<file path="config.mk">
export PLATFORM = sky130hd
export DESIGN_NAME = image_frame_receiver
export DESIGN_NICKNAME = d
export VERILOG_FILES = /design/src/rtl/img_frame_pkg.sv /design/src/rtl/frame_timeout_counter.sv /design/src/rtl/image_frame_receiver.sv
export SDC_FILE = /design/constraint.sdc
export NUM_CORES = 1
export LEC_CHECK = 0
export CORE_ASPECT_RATIO = 1.25
export CORE_MARGIN = 5
export CORE_UTILIZATION = 59
export CTS_CLUSTER_DIAMETER = 200
export DETAILED_ROUTE_END_ITERATION = 7
export PLACE_DENSITY_LB_ADDON = 0.15
export SYNTH_ARGS = -nofsm -noshare
export SYNTH_HDL_FRONTEND = slang
export SYNTH_SLANG_ARGS = --single-unit
export TNS_END_PERCENT = 1
</file>
<file path="constraint.sdc">
create_clock -name clk -period 5.32 [get_ports clk]
set_input_delay 1.064 -clock clk [delete_from_list [all_inputs] [get_ports clk]]
set_output_delay 1.064 -clock clk [all_outputs]
set_load 0.005 [all_outputs]
</file>
<file path="src/rtl/img_frame_pkg.sv">
// -----------------------------------------------------------------------------
// img_frame_pkg
// Shared definitions for the image frame receiver:
//   - FSM state encoding (localparams plus the state_t enum built from them)
//   - err_code values
//   - default start/end marker bytes
// Optional feature macro used by the importing files: IMG_CHECKSUM_EN.
// -----------------------------------------------------------------------------
package img_frame_pkg;

  localparam logic [2:0] ST_IDLE   = 3'd0;
  localparam logic [2:0] ST_GOT_S0 = 3'd1;
  localparam logic [2:0] ST_RECV   = 3'd2;
  localparam logic [2:0] ST_CHK    = 3'd3;
  localparam logic [2:0] ST_END_A  = 3'd4;
  localparam logic [2:0] ST_END_B  = 3'd5;

  typedef enum logic [2:0] {
    S_IDLE   = ST_IDLE,
    S_GOT_S0 = ST_GOT_S0,
    S_RECV   = ST_RECV,
    S_CHK    = ST_CHK,
    S_END_A  = ST_END_A,
    S_END_B  = ST_END_B
  } state_t;

  localparam logic [1:0] ERR_NONE    = 2'd0;
  localparam logic [1:0] ERR_END     = 2'd1;
  localparam logic [1:0] ERR_TIMEOUT = 2'd2;
  localparam logic [1:0] ERR_CSUM    = 2'd3;

  localparam logic [7:0] DEF_START0 = 8'hBB;
  localparam logic [7:0] DEF_START1 = 8'h66;
  localparam logic [7:0] DEF_END0   = 8'h66;
  localparam logic [7:0] DEF_END1   = 8'hBB;

endpackage

</file>
<file path="src/rtl/frame_timeout_counter.sv">
// -----------------------------------------------------------------------------
// frame_timeout_counter
// Inter-byte gap watchdog. Counts clock cycles while enabled and not cleared;
// expire_o is high while the count sits at CYCLES-1 (and enable_i is high).
// The count holds at CYCLES-1 until cleared or disabled.
// Ports:
//   clk       system clock
//   rst       asynchronous active-low reset
//   clear_i   restart the gap measurement (a byte arrived)
//   enable_i  measure only while high; count is held at 0 otherwise
//   expire_o  gap has reached CYCLES-1 cycles
// -----------------------------------------------------------------------------
module frame_timeout_counter #(
  parameter int unsigned CYCLES = 1000000
) (
  input  logic clk,
  input  logic rst,
  input  logic clear_i,
  input  logic enable_i,
  output logic expire_o
);

  localparam int unsigned CW = (CYCLES > 1) ? $clog2(CYCLES) : 1;
  localparam logic [CW-1:0] LAST = CW'(CYCLES - 1);

  logic [CW-1:0] cnt_q;

  always_ff @(posedge clk or negedge rst) begin
    if (!rst) begin
      cnt_q <= '0;
    end else if (clear_i || !enable_i) begin
      cnt_q <= '0;
    end else if (cnt_q != LAST) begin
      cnt_q <= cnt_q + CW'(1);
    end
  end

  assign expire_o = enable_i && (cnt_q == LAST);

endmodule

</file>
<file path="src/rtl/image_frame_receiver.sv">
// -----------------------------------------------------------------------------
// image_frame_receiver
// Frames the UART RX byte stream into the image RAM:
//   START0 START1, NUM_PIXELS pixel bytes, [checksum], END0 END1
// Framing is purely length based; pixel bytes equal to marker values are data.
// image_loaded falls when a new frame starts (START1) and rises only when a
// frame ends validly, so each good frame gives exactly one rising edge.
//
// Optional feature: define IMG_CHECKSUM_EN to require an 8-bit sum (mod 256)
// of the pixel bytes between the last pixel and END0 (err_code 3 on mismatch).
//
// Byte interface: rx_ready is a single-cycle strobe and rx_data is valid only
// in that cycle. There is no back-pressure; every strobe is consumed. Bytes are
// acted on only while weights_loaded is high.
//
// Ports:
//   clk, rst        100 MHz clock, asynchronous active-low reset
//   rx_data/rx_ready received byte and its strobe
//   weights_loaded  frames ignored (and an open frame silently dropped) while 0
//   wr_addr/wr_data/wr_en  image RAM write port, one cycle after the byte
//   image_loaded    level, complete valid frame in RAM
//   frame_error     one-cycle pulse on frame rejection
//   err_code        last rejection reason, held until next error or reset
//   busy            FSM is not in IDLE
//   dbg_state       raw FSM state for debug/checkers
// -----------------------------------------------------------------------------
module image_frame_receiver
  import img_frame_pkg::*;
#(
  parameter int unsigned NUM_PIXELS     = 784,
  parameter int unsigned ADDR_W         = 10,
  parameter int unsigned TIMEOUT_CYCLES = 1000000,
  parameter logic [7:0]  START0         = DEF_START0,
  parameter logic [7:0]  START1         = DEF_START1,
  parameter logic [7:0]  END0           = DEF_END0,
  parameter logic [7:0]  END1           = DEF_END1
) (
  input  logic              clk,
  input  logic              rst,
  input  logic [7:0]        rx_data,
  input  logic              rx_ready,
  input  logic              weights_loaded,
  output logic [ADDR_W-1:0] wr_addr,
  output logic [7:0]        wr_data,
  output logic              wr_en,
  output logic              image_loaded,
  output logic              frame_error,
  output logic [1:0]        err_code,
  output logic              busy,
  output logic [2:0]        dbg_state
);

  localparam logic [ADDR_W-1:0] LAST_PIX = ADDR_W'(NUM_PIXELS - 1);

  state_t            state_q;
  logic [ADDR_W-1:0] pix_cnt_q;
  logic [ADDR_W-1:0] wr_addr_q;
  logic [7:0]        wr_data_q;
  logic              wr_en_q;
  logic              image_loaded_q;
  logic              frame_error_q;
  logic [1:0]        err_code_q;
`ifdef IMG_CHECKSUM_EN
  logic [7:0]        csum_q;
`endif

  logic tmo_expire;
  logic in_frame;

  assign in_frame = (state_q != S_IDLE);

  // Any strobe restarts the gap measurement, so a byte arriving in the same
  // cycle as expiry always wins over the timeout.
  frame_timeout_counter #(
    .CYCLES (TIMEOUT_CYCLES)
  ) u_timeout (
    .clk      (clk),
    .rst      (rst),
    .clear_i  (rx_ready),
    .enable_i (in_frame),
    .expire_o (tmo_expire)
  );

  always_ff @(posedge clk or negedge rst) begin
    if (!rst) begin
      state_q        <= S_IDLE;
      pix_cnt_q      <= '0;
      wr_addr_q      <= '0;
      wr_data_q      <= '0;
      wr_en_q        <= 1'b0;
      image_loaded_q <= 1'b0;
      frame_error_q  <= 1'b0;
      err_code_q     <= ERR_NONE;
`ifdef IMG_CHECKSUM_EN
      csum_q         <= '0;
`endif
    end else begin
      wr_en_q       <= 1'b0;
      frame_error_q <= 1'b0;

      if (in_frame && !weights_loaded) begin
        // Weights withdrawn mid-frame: drop the frame without reporting it.
        state_q <= S_IDLE;
      end else if (rx_ready && weights_loaded) begin
        unique case (state_q)
          S_IDLE: begin
            if (rx_data == START0) state_q <= S_GOT_S0;
          end
          S_GOT_S0: begin
            if (rx_data == START1) begin
              state_q        <= S_RECV;
              image_loaded_q <= 1'b0;
              pix_cnt_q      <= '0;
`ifdef IMG_CHECKSUM_EN
              csum_q         <= '0;
`endif
            end else if (rx_data != START0) begin
              // A repeated START0 keeps us here so BB BB 66 still syncs.
              state_q <= S_IDLE;
            end
          end
          S_RECV: begin
            wr_en_q   <= 1'b1;
            wr_addr_q <= pix_cnt_q;
            wr_data_q <= rx_data;
            pix_cnt_q <= pix_cnt_q + ADDR_W'(1);
`ifdef IMG_CHECKSUM_EN
            csum_q    <= csum_q + rx_data;
            if (pix_cnt_q == LAST_PIX) state_q <= S_CHK;
`else
            if (pix_cnt_q == LAST_PIX) state_q <= S_END_A;
`endif
          end
`ifdef IMG_CHECKSUM_EN
          S_CHK: begin
            if (rx_data == csum_q) begin
              state_q <= S_END_A;
            end else begin
              frame_error_q <= 1'b1;
              err_code_q    <= ERR_CSUM;
              state_q       <= S_IDLE;
            end
          end
`endif
          S_END_A: begin
            if (rx_data == END0) begin
              state_q <= S_END_B;
            end else begin
              frame_error_q <= 1'b1;
              err_code_q    <= ERR_END;
              state_q       <= S_IDLE;
            end
          end
          S_END_B: begin
            if (rx_data == END1) begin
              image_loaded_q <= 1'b1;
            end else begin
              frame_error_q <= 1'b1;
              err_code_q    <= ERR_END;
            end
            state_q <= S_IDLE;
          end
          default: state_q <= S_IDLE;
        endcase
      end else if (tmo_expire) begin
        // RAM is left partially written; image_loaded was already cleared
        // at START1 so it stays 0.
        frame_error_q <= 1'b1;
        err_code_q    <= ERR_TIMEOUT;
        state_q       <= S_IDLE;
      end
    end
  end

  assign wr_addr      = wr_addr_q;
  assign wr_data      = wr_data_q;
  assign wr_en        = wr_en_q;
  assign image_loaded = image_loaded_q;
  assign frame_error  = frame_error_q;
  assign err_code     = err_code_q;
  assign busy         = in_frame;
  assign dbg_state    = state_q;

endmodule

</file>
* Word-level counts from Yosys, hierarchy flattened *
Index checks and enable logic that the tools add are counted.

storage, ports and cells
  RAM bits = 0
  latch bits = 0
  output and inout port bits = 27
  memory bits (read-only) = 0
  register bits = 56
  bits of input ports = 12
  memories = 0
  logic and storage cells = 78

operators by class
  shifts and indexed selects = 0
  mux-type cells = 30
  add/subtract/negate cells = 2
  equal/unequal tests = 18
  $mul = 0
  bitwise gates (word level) = 1
  magnitude comparators = 0
  reductions and logical operators = 18
  div/mod/pow operators = 0

operator list
  operator               number
  $mux 20                2
  $mux 3                 8
  $add 20x1->20 const B  1
  $eq 20x20->1 const B   1
  $ne 20x20->1 const B   1
  $pmux 10 s2            1
  $pmux 3 s4             1
  $add 10x1->10 const B  1
  $eq 10x10->1 const B   1
  $mux 1                 10
  $mux 10                1
  $reduce_and 5->1       2
  $eq 8x7->1 const B     1
  $eq 8x8->1 const B     1
  $mux 2                 4
  $ne 4x4->1 const B     2
  $ne 8x8->1 const B     1
  $reduce_and 4->1       2
  $reduce_bool 2->1      4
  $eq 3x3->1 const B     2
  $ne 3x3->1 const B     2
  $reduce_bool 3->1      2
  $ne 5x5->1 const B     1
  $ne 2x2->1 const B     2
  11 further kinds       15

* Logic depth before layout (Yosys ltp) *
  depth after elaboration = 6
  depth in mapped cells = 7
  depth with buffers taken out = 6

* Cells and area by module *
From an unflattened synthesis, not the netlist that was laid out.

second synthesis, totals
  cell total of the unflattened synthesis = 310
  area, all modules = 2845.2 µm²

modules (own cells, without submodules)
  module                 area an instance (µm²)  seq. area each (µm²)  cells an instance  instances
  image_frame_receiver   1757.9                  900.9                 193                1
  frame_timeout_counter  1087.3                  500.5                 117                1

* Worst setup path after synthesis *
Ideal clock, no wire load.

  path kind = input to register
  from = in rx_data[2]
  to = reg state_q[1] (netlist: dbg_state[1])
  path slack = 2.847 ns
  required time = 5.202 ns
  arrival time = 2.355 ns
  buffers on the path = 0
  stages on the path = 5
  cell sequence = nand4b_1 -> or4b_4 -> a211o_1 -> and2_4 -> a21o_1

between the ends
  word-level cells in the longest chain between the ends = 5

RTL lines
  element               line                         text
  from (decl)           image_frame_receiver.sv:40   input logic [7:0] rx_data,
  $eq 8x7->1            image_frame_receiver.sv:110  if (rx_data == START1) begin
  $mux 3                image_frame_receiver.sv:110
  $pmux 3 s4            image_frame_receiver.sv:105  unique case (state_q)
  $mux 3                image_frame_receiver.sv:104  end else if (rx_ready && weights_loaded) begin
  $mux 3                image_frame_receiver.sv:101  if (in_frame && !weights_loaded) begin
  to (signal assigned)  image_frame_receiver.sv:103  state_q <= S_IDLE;
  to (signal assigned)  image_frame_receiver.sv:107  if (rx_data == START0) state_q <= S_GOT_S0;
  to (signal assigned)  image_frame_receiver.sv:111  state_q <= S_RECV;
  to (decl)             image_frame_receiver.sv:55   state_t state_q;

Parallel ways exist; a longest one is shown, timed or not.
A chain may end at the register's enable or synchronous reset.

* Final worst setup path *
  from = reg state_q[2] (netlist: dbg_state[2])
  to = out busy

between the ends
  word-level cells in the longest chain between the ends = 1

RTL lines
  element                 line                         text
  from (signal assigned)  image_frame_receiver.sv:86   state_q <= S_IDLE;
  from (signal assigned)  image_frame_receiver.sv:103
  from (signal assigned)  image_frame_receiver.sv:107
  $reduce_bool 3->1       image_frame_receiver.sv:70   assign in_frame = (state_q != S_IDLE);
  to (decl)               image_frame_receiver.sv:49   output logic busy,

Every way passes these cells.

==> run metrics <==
run status finished, final reports clean; Synth Cell Area 2800 sq um; Initial Util 0.601; f_max between 0.3 and 0.4 GHz; Worst Max-Slew Pin Slew about 0.70 ns; CTS tree yes; required time of the critical path 4.26 ns; initial DRC count 155; largest net degree at the start of global routing between 50 and 60; Post-CTS Setup Bufs 0; Syn-to-layout area delta 18.1%; crit path launch type register; leak pwr roughly 1.5 nW; clk_skew roughly 0.010 ns; clock buffer depth 2; Compound-Gate Fraction of Synth Area 0.101; CP arrival 1.99 ns; sequential-to-total area share from yosys stat 0.500; Avg WL per Cell between 15 and 20 microns; CTS root buffer clkbuf_8; final max-slew violation count 0; Post-synth EDFFs 0; min Tclk post-route a little over 3 ns; most common cell after layout, fill and taps aside dfrtp_1; vias in the first global route roughly 2100; crit-path cells nor3_1 > inv_1 > clkdlybuf4s50_1; Crit. End Element output port; flops & latches, synth 56; gpl congestion 0.793; # Max-Cap Violations 0; Vias ~2100; CP max stage delay between 0.5 and 0.6 ns; Detail Placement HPWL between 4000 and 5000 microns; Top FF cell, synth dfrtp_1; Post-Route Setup TNS 0 ns; critical path fanouts, max 10; power per cell area about 250 nW/um^2; Gates resized, CTS repair 0; multiplexer share of the synthesized area 0.100; DR vias/cell just under 6; Hold Path Class reg -> reg; H-tree Lvls 2; post-synthesis xor/xnor area fraction 0.0500; Final Cycle Share 0.574; Hold-fix buffers, CTS 0; Total Routing Usage GR 0.192; die width ~72 microns; WL final between 5000 and 6000 microns; largest family of logic cells by synthesized area simple AND/OR/NAND/NOR gates; I/O Buffers 38; DRC errors left 0; TritonCTS Sinks 56; Post-synth ARST share 1.00; CORE AREA roughly 4700 sq um; syn nets ~280; Num CTS Buffers 5; Total Power approximately 840 uW; simple-gate area share of the yosys netlist 0.203; Initial DRT Pass Iterations 4; gr ovfl total 0; layout cells sized above 1 0.114; YS warnings 0; Worst path slowest cell nor3_1; Chip Height a little under 90 microns; I/O pins 39; Clock Latency Late Sink around 0.31 ns; final net count 310; Final Hold Vio Count 0; syn_area_per_cell around 11 sq um; Rel. slew slack 0.536; Detail Route Antenna Nets 0; Unique masters post-synth 51; Layout fillers approximately 360; kind of critical path reg -> out; Post-Syn Instances about 260; commonest non-fill, non-tap cells in the layout dfrtp_1 (56), clkdlybuf4s50_1 (37), nor2_1 (27), mux2_4 (18), o21ai_0 (18); antenna cells 0; Setup violations, final 0; RSZ-0062 raised after global routing no; VDD IR max between 0.15 and 0.2 mV; Site Rows 28; antenna violations before repair 0; first-pass GRT wire length around 9500 microns; Worst-path clk slew roughly 0.10 ns; adder-cell share of the synthesized area 0.00893; die area approximately 6200 sq um
## through the flow
step | instance area (sq um) | utilization | hold slack (ns) | instances | setup slack, ns
after floorplan | 2800 | - | 0.464 | 262 | 2.85
after global placement | 3180 | 0.683 | 0.489 | 349 | 2.26
after detailed placement | 3180 | 0.683 | 0.494 | 349 | 2.19
after CTS | 3310 | 0.710 | 0.517 | 357 | 2.24
after global routing | 3310 | 0.710 | 0.529 | 357 | 2.13
final | 3310 | 0.710 | 0.512 | 357 | 2.27
## logic make-up after synthesis
| logic type | after synthesis |
|---|---|
| simple gates | 104 |
| flops | 56 |
| compound gates | 46 |
| buf+inv | 19 |
| mux | 19 |
| xor+xnor | 16 |
| fa+ha+maj | 2 |
## per-layer routing
| layer | up-vias | part of all wire | track usage |
|---|---|---|---|
| met4 | 0 | 0.014 | 0.0615 |
| met3 | 7 | 0.027 | 0.0393 |
| met1 | 1074 | 0.42 | 0.225 |
| met5 | - | 0 | 0 |
| li1 | 1006 | - | - |
| met2 | 34 | 0.54 | 0.349 |
## cell type report
type / instances / area [sq um] / area share
inverter: 7 / 26.3 / 0.00794
sequential: 56 / 1400 / 0.423
clock inverter: 1 / 30.0 / 0.00907
multi-input combinational: 187 / 1300 / 0.392
tap: 60 / 75.1 / 0.0227
timing repair buffer: 39 / 383 / 0.116
clock buffer: 7 / 96.3 / 0.0291
## critical path, delay by kind of cell (launching register included)
| kind | cells | cell delay (ns) |
|---|---|---|
| and+or+nand+nor | 1 | 0.53 |
| DFF | 1 | 0.49 |
| buffers and inverters | 2 | 0.66 |
## flip-flops by register name (all words and copies together), names as in the netlist
register	flops
err_code	2
wr_addr	10
wr_en	1
frame_error	1
pix_cnt_q	10
wr_data	8
dbg_state	3
image_loaded	1
u_timeout.cnt_q	20
## worst paths after layout
check	start	end	slack [ns]	cells after the start
setup / recovery	dbg_state[2]	busy	2.27	3
hold / removal	wr_data[1]	wr_data[1]	0.51	1
setup reg to reg	dbg_state[2]	pix_cnt_q[9]	3.22	5
hold reg to reg	wr_data[1]	wr_data[1]	0.51	1
max in group asynchronous	rst	u_timeout.cnt_q[16]	3.98	2
min in group asynchronous	rst	wr_data[3]	0.88	2
## synth_stat cells (all sizes together), types with 7 or more instances
| cell type | count | area [sq um] |
|---|---|---|
| dfrtp | 56 | 1400 |
| nor2 | 27 | 101 |
| o21ai | 20 | 100 |
| mux2 | 18 | 270 |
| nand2 | 17 | 63.8 |
| xor2 | 15 | 131 |
| nand3 | 10 | 50.1 |
| nand4 | 10 | 62.6 |
| and3 | 9 | 56.3 |
| a21oi | 7 | 35.0 |
| a31oi | 7 | 43.8 |
| clkbuf | 7 | 26.3 |
| inv | 7 | 26.3 |
## report_power, final
group	switching [mW]	internal, mW
clock	0.130	0.166
combinational	0.0542	0.0458
sequential	0.0110	0.434
No activity file was read; power rests on OpenSTA's default activity.
==> edit: new RTL, config.mk and constraints unchanged <==
Register the output `err_code` once more, without a reset; this adds one clock of latency there. The other outputs are not delayed to match.
--- a/src/rtl/image_frame_receiver.sv
+++ b/src/rtl/image_frame_receiver.sv
@@ -177,7 +177,9 @@
   assign wr_en        = wr_en_q;
   assign image_loaded = image_loaded_q;
   assign frame_error  = frame_error_q;
-  assign err_code     = err_code_q;
+  always_ff @(posedge clk) begin
+    err_code <= err_code_q;
+  end
   assign busy         = in_frame;
   assign dbg_state    = state_q;
 
Formal check against the unedited RTL: same outputs for any inputs over 10 cycles, from zero or initial values and one cycle with rst low; that may be too few to reach the edited logic, so the function may still have changed.
==> edit against the original RTL <==
  * Design area increased by 2.7%
  * Routed wire length rose by 1.1%
  * Synthesized cell count rose by 1.1%
  * Highest routed layer unchanged
  * Setup slack gained 0.076 ns
  * Sequential cell count increased by 2
  * Synthesized area down 2.2%
  * Total power up 23%
  * Clock power is 60% higher
==> edit: results (changes against the original RTL) <==
Run status
The flow ran to the end, and the final reports show no timing, DRC or antenna violations.

Detailed routing
The first-iteration detailed-routing DRC count is 123 (-21%). The number of vias per cell after detailed routing is 5.78 (-2.7%). The routed metal-1 wire length is 2410 µm (+2.3%). The amount of wire on met2 after detailed routing is 2930 µm (-4.7%). The routed wire length came to 5720 µm (+1.1%). The met3 wire length is 267 µm (+73%).

Hold path
In this run the worst hold path is classified as reg2reg. The cell count of the worst hold path came to 0 (-1).

Placed design
The global placement routability congestion came to 0.772 (-2.7%). The count of placed standard cells including taps is 353 (+1.1%). The worst setup timing slack at the placement stage is 2.00 ns (-0.187 ns). The number of buffers inserted by port buffering is 38 (unchanged). The estimated wirelength of the detail-placed design is 3820 µm (-5.8%). The total cell area at the placement stage was 3160 µm² (-0.71%).

Pwr
The sequential share of power came to 45.4% (-7.5 points). The internal power summed over all cells is 0.796 mW (+23%). The net switching power is 0.236 mW (+21%). The static leakage power is 1.46 nW (-3.2%).

The largest voltage drop on the vdd net is 0.257 mV (+35%). The power consumed by combinational cells is 0.0897 mW (-10%).

Timing
The headroom to the max-slew limit was 46.9% (-6.7 points). The final clock skew is 0.00948 ns (-0.00101 ns).

Clock network
The number of buffers on the longest clock path is 2 (unchanged). The count of H-tree levels built during CTS is 3 (+1). The source-to-sink clock delay at the later pin of the worst-skew pair is 0.34 ns (+0.03 ns). The number of buffers inserted during clock tree synthesis is 9 (+4).

The register clock-pin slew on the reported worst setup and hold paths was 0.06 ns (-0.04 ns).

Worst setup path
The critical-path maximum fanout is 14 (+4). The largest delay contributor family on the critical path is buffers and inverters. The master of the slowest instance on the critical path is dfrtp_1. The data arrival time of the critical path came to 1.91 ns (-0.08 ns).

Global route
The number of global-route vias before repair is 2166 (+5.0%). The first-pass GRT wire length was 10100 µm (+6.2%). The maximum number of pins on one net before global-route repair is 57 (unchanged).

The met3 routing resource usage after global routing is 5.57% (+1.6 points). The met1 track utilization from global routing is 24.8% (+2.3 points). The fraction of met2 tracks used by global routing is 34.9% (about the same).

The global-route total usage across every layer is 20.8% (+1.6 points).

Synthesis
The mux contribution to synthesized area came to 8.54% (-1.5 points). By count the netlist is led by dfrtp_1, nor2_1, nand2_1. The biggest area contributor in the post-synthesis netlist is dfrtp_1. The total nets after synthesis is 279 (+1.1%). The share of synthesized cell area in full adder, half adder and majority cells is 0.914% (+0.020 points). The mean instance size in the synthesized netlist came to 10.3 µm² (-3.3%). After synthesis, the cell types taking the most area are dfrtp_1, mux2_2, nor2_1, xor2_1, o21ai_0.

The compound-gate portion of the synthesized area is 10.8% (+0.69 points). The fraction of synthesis flops using an asynchronous set or reset pin was 96.6% (-3.4 points). The register area share after synthesis is 52.6% (+2.6 points).

The number of different library cells in the post-synthesis netlist is 47 (-7.8%). The post-synthesis share of cell area spent on xor and xnor gates came to 5.12% (+0.11 points).

Layout
Counting flops per register, the top entry is u_timeout.cnt_q. The fraction of final layout cells with drive strength greater than 1 was 12.2% (+0.77 points). The final instance count without filler cells is 369 (+3.4%).

The total number of nets in the final design is 320 (+3.2%).
## edit: path summary, 6_finish.rpt
path / start / to / slack [ns]
min in group asynchronous: rst / wr_addr[8] / 0.85
hold reg to reg: err_code_q[1] / err_code[1] / 0.37
setup reg to reg: u_timeout.cnt_q[8] / dbg_state[0] / 2.68
max in group asynchronous: rst / err_code_q[1] / 4.00
hold / removal: err_code_q[1] / err_code[1] / 0.37
setup / recovery: dbg_state[0] / busy / 2.34
## edit: cells by family after synthesis
logic type                 after synthesis
xor gates and xnor gates                16
AOI/OAI and AO/OA                       46
adders and majority gates                2
and+or+nand+nor                        104
DFF                                     58
muxes                                   21
buffers and inverters                   18
## edit: final cells by class
class	instances	area [µm²]
Tap cell	58	72.6
Inverter	9	33.8
Timing Repair Buffer	39	383
Clock buffer	12	165
Clock inverter	4	72.6
Fill cell	301	1060
Sequential cell	58	1440
Multi-Input combinational cell	189	1230
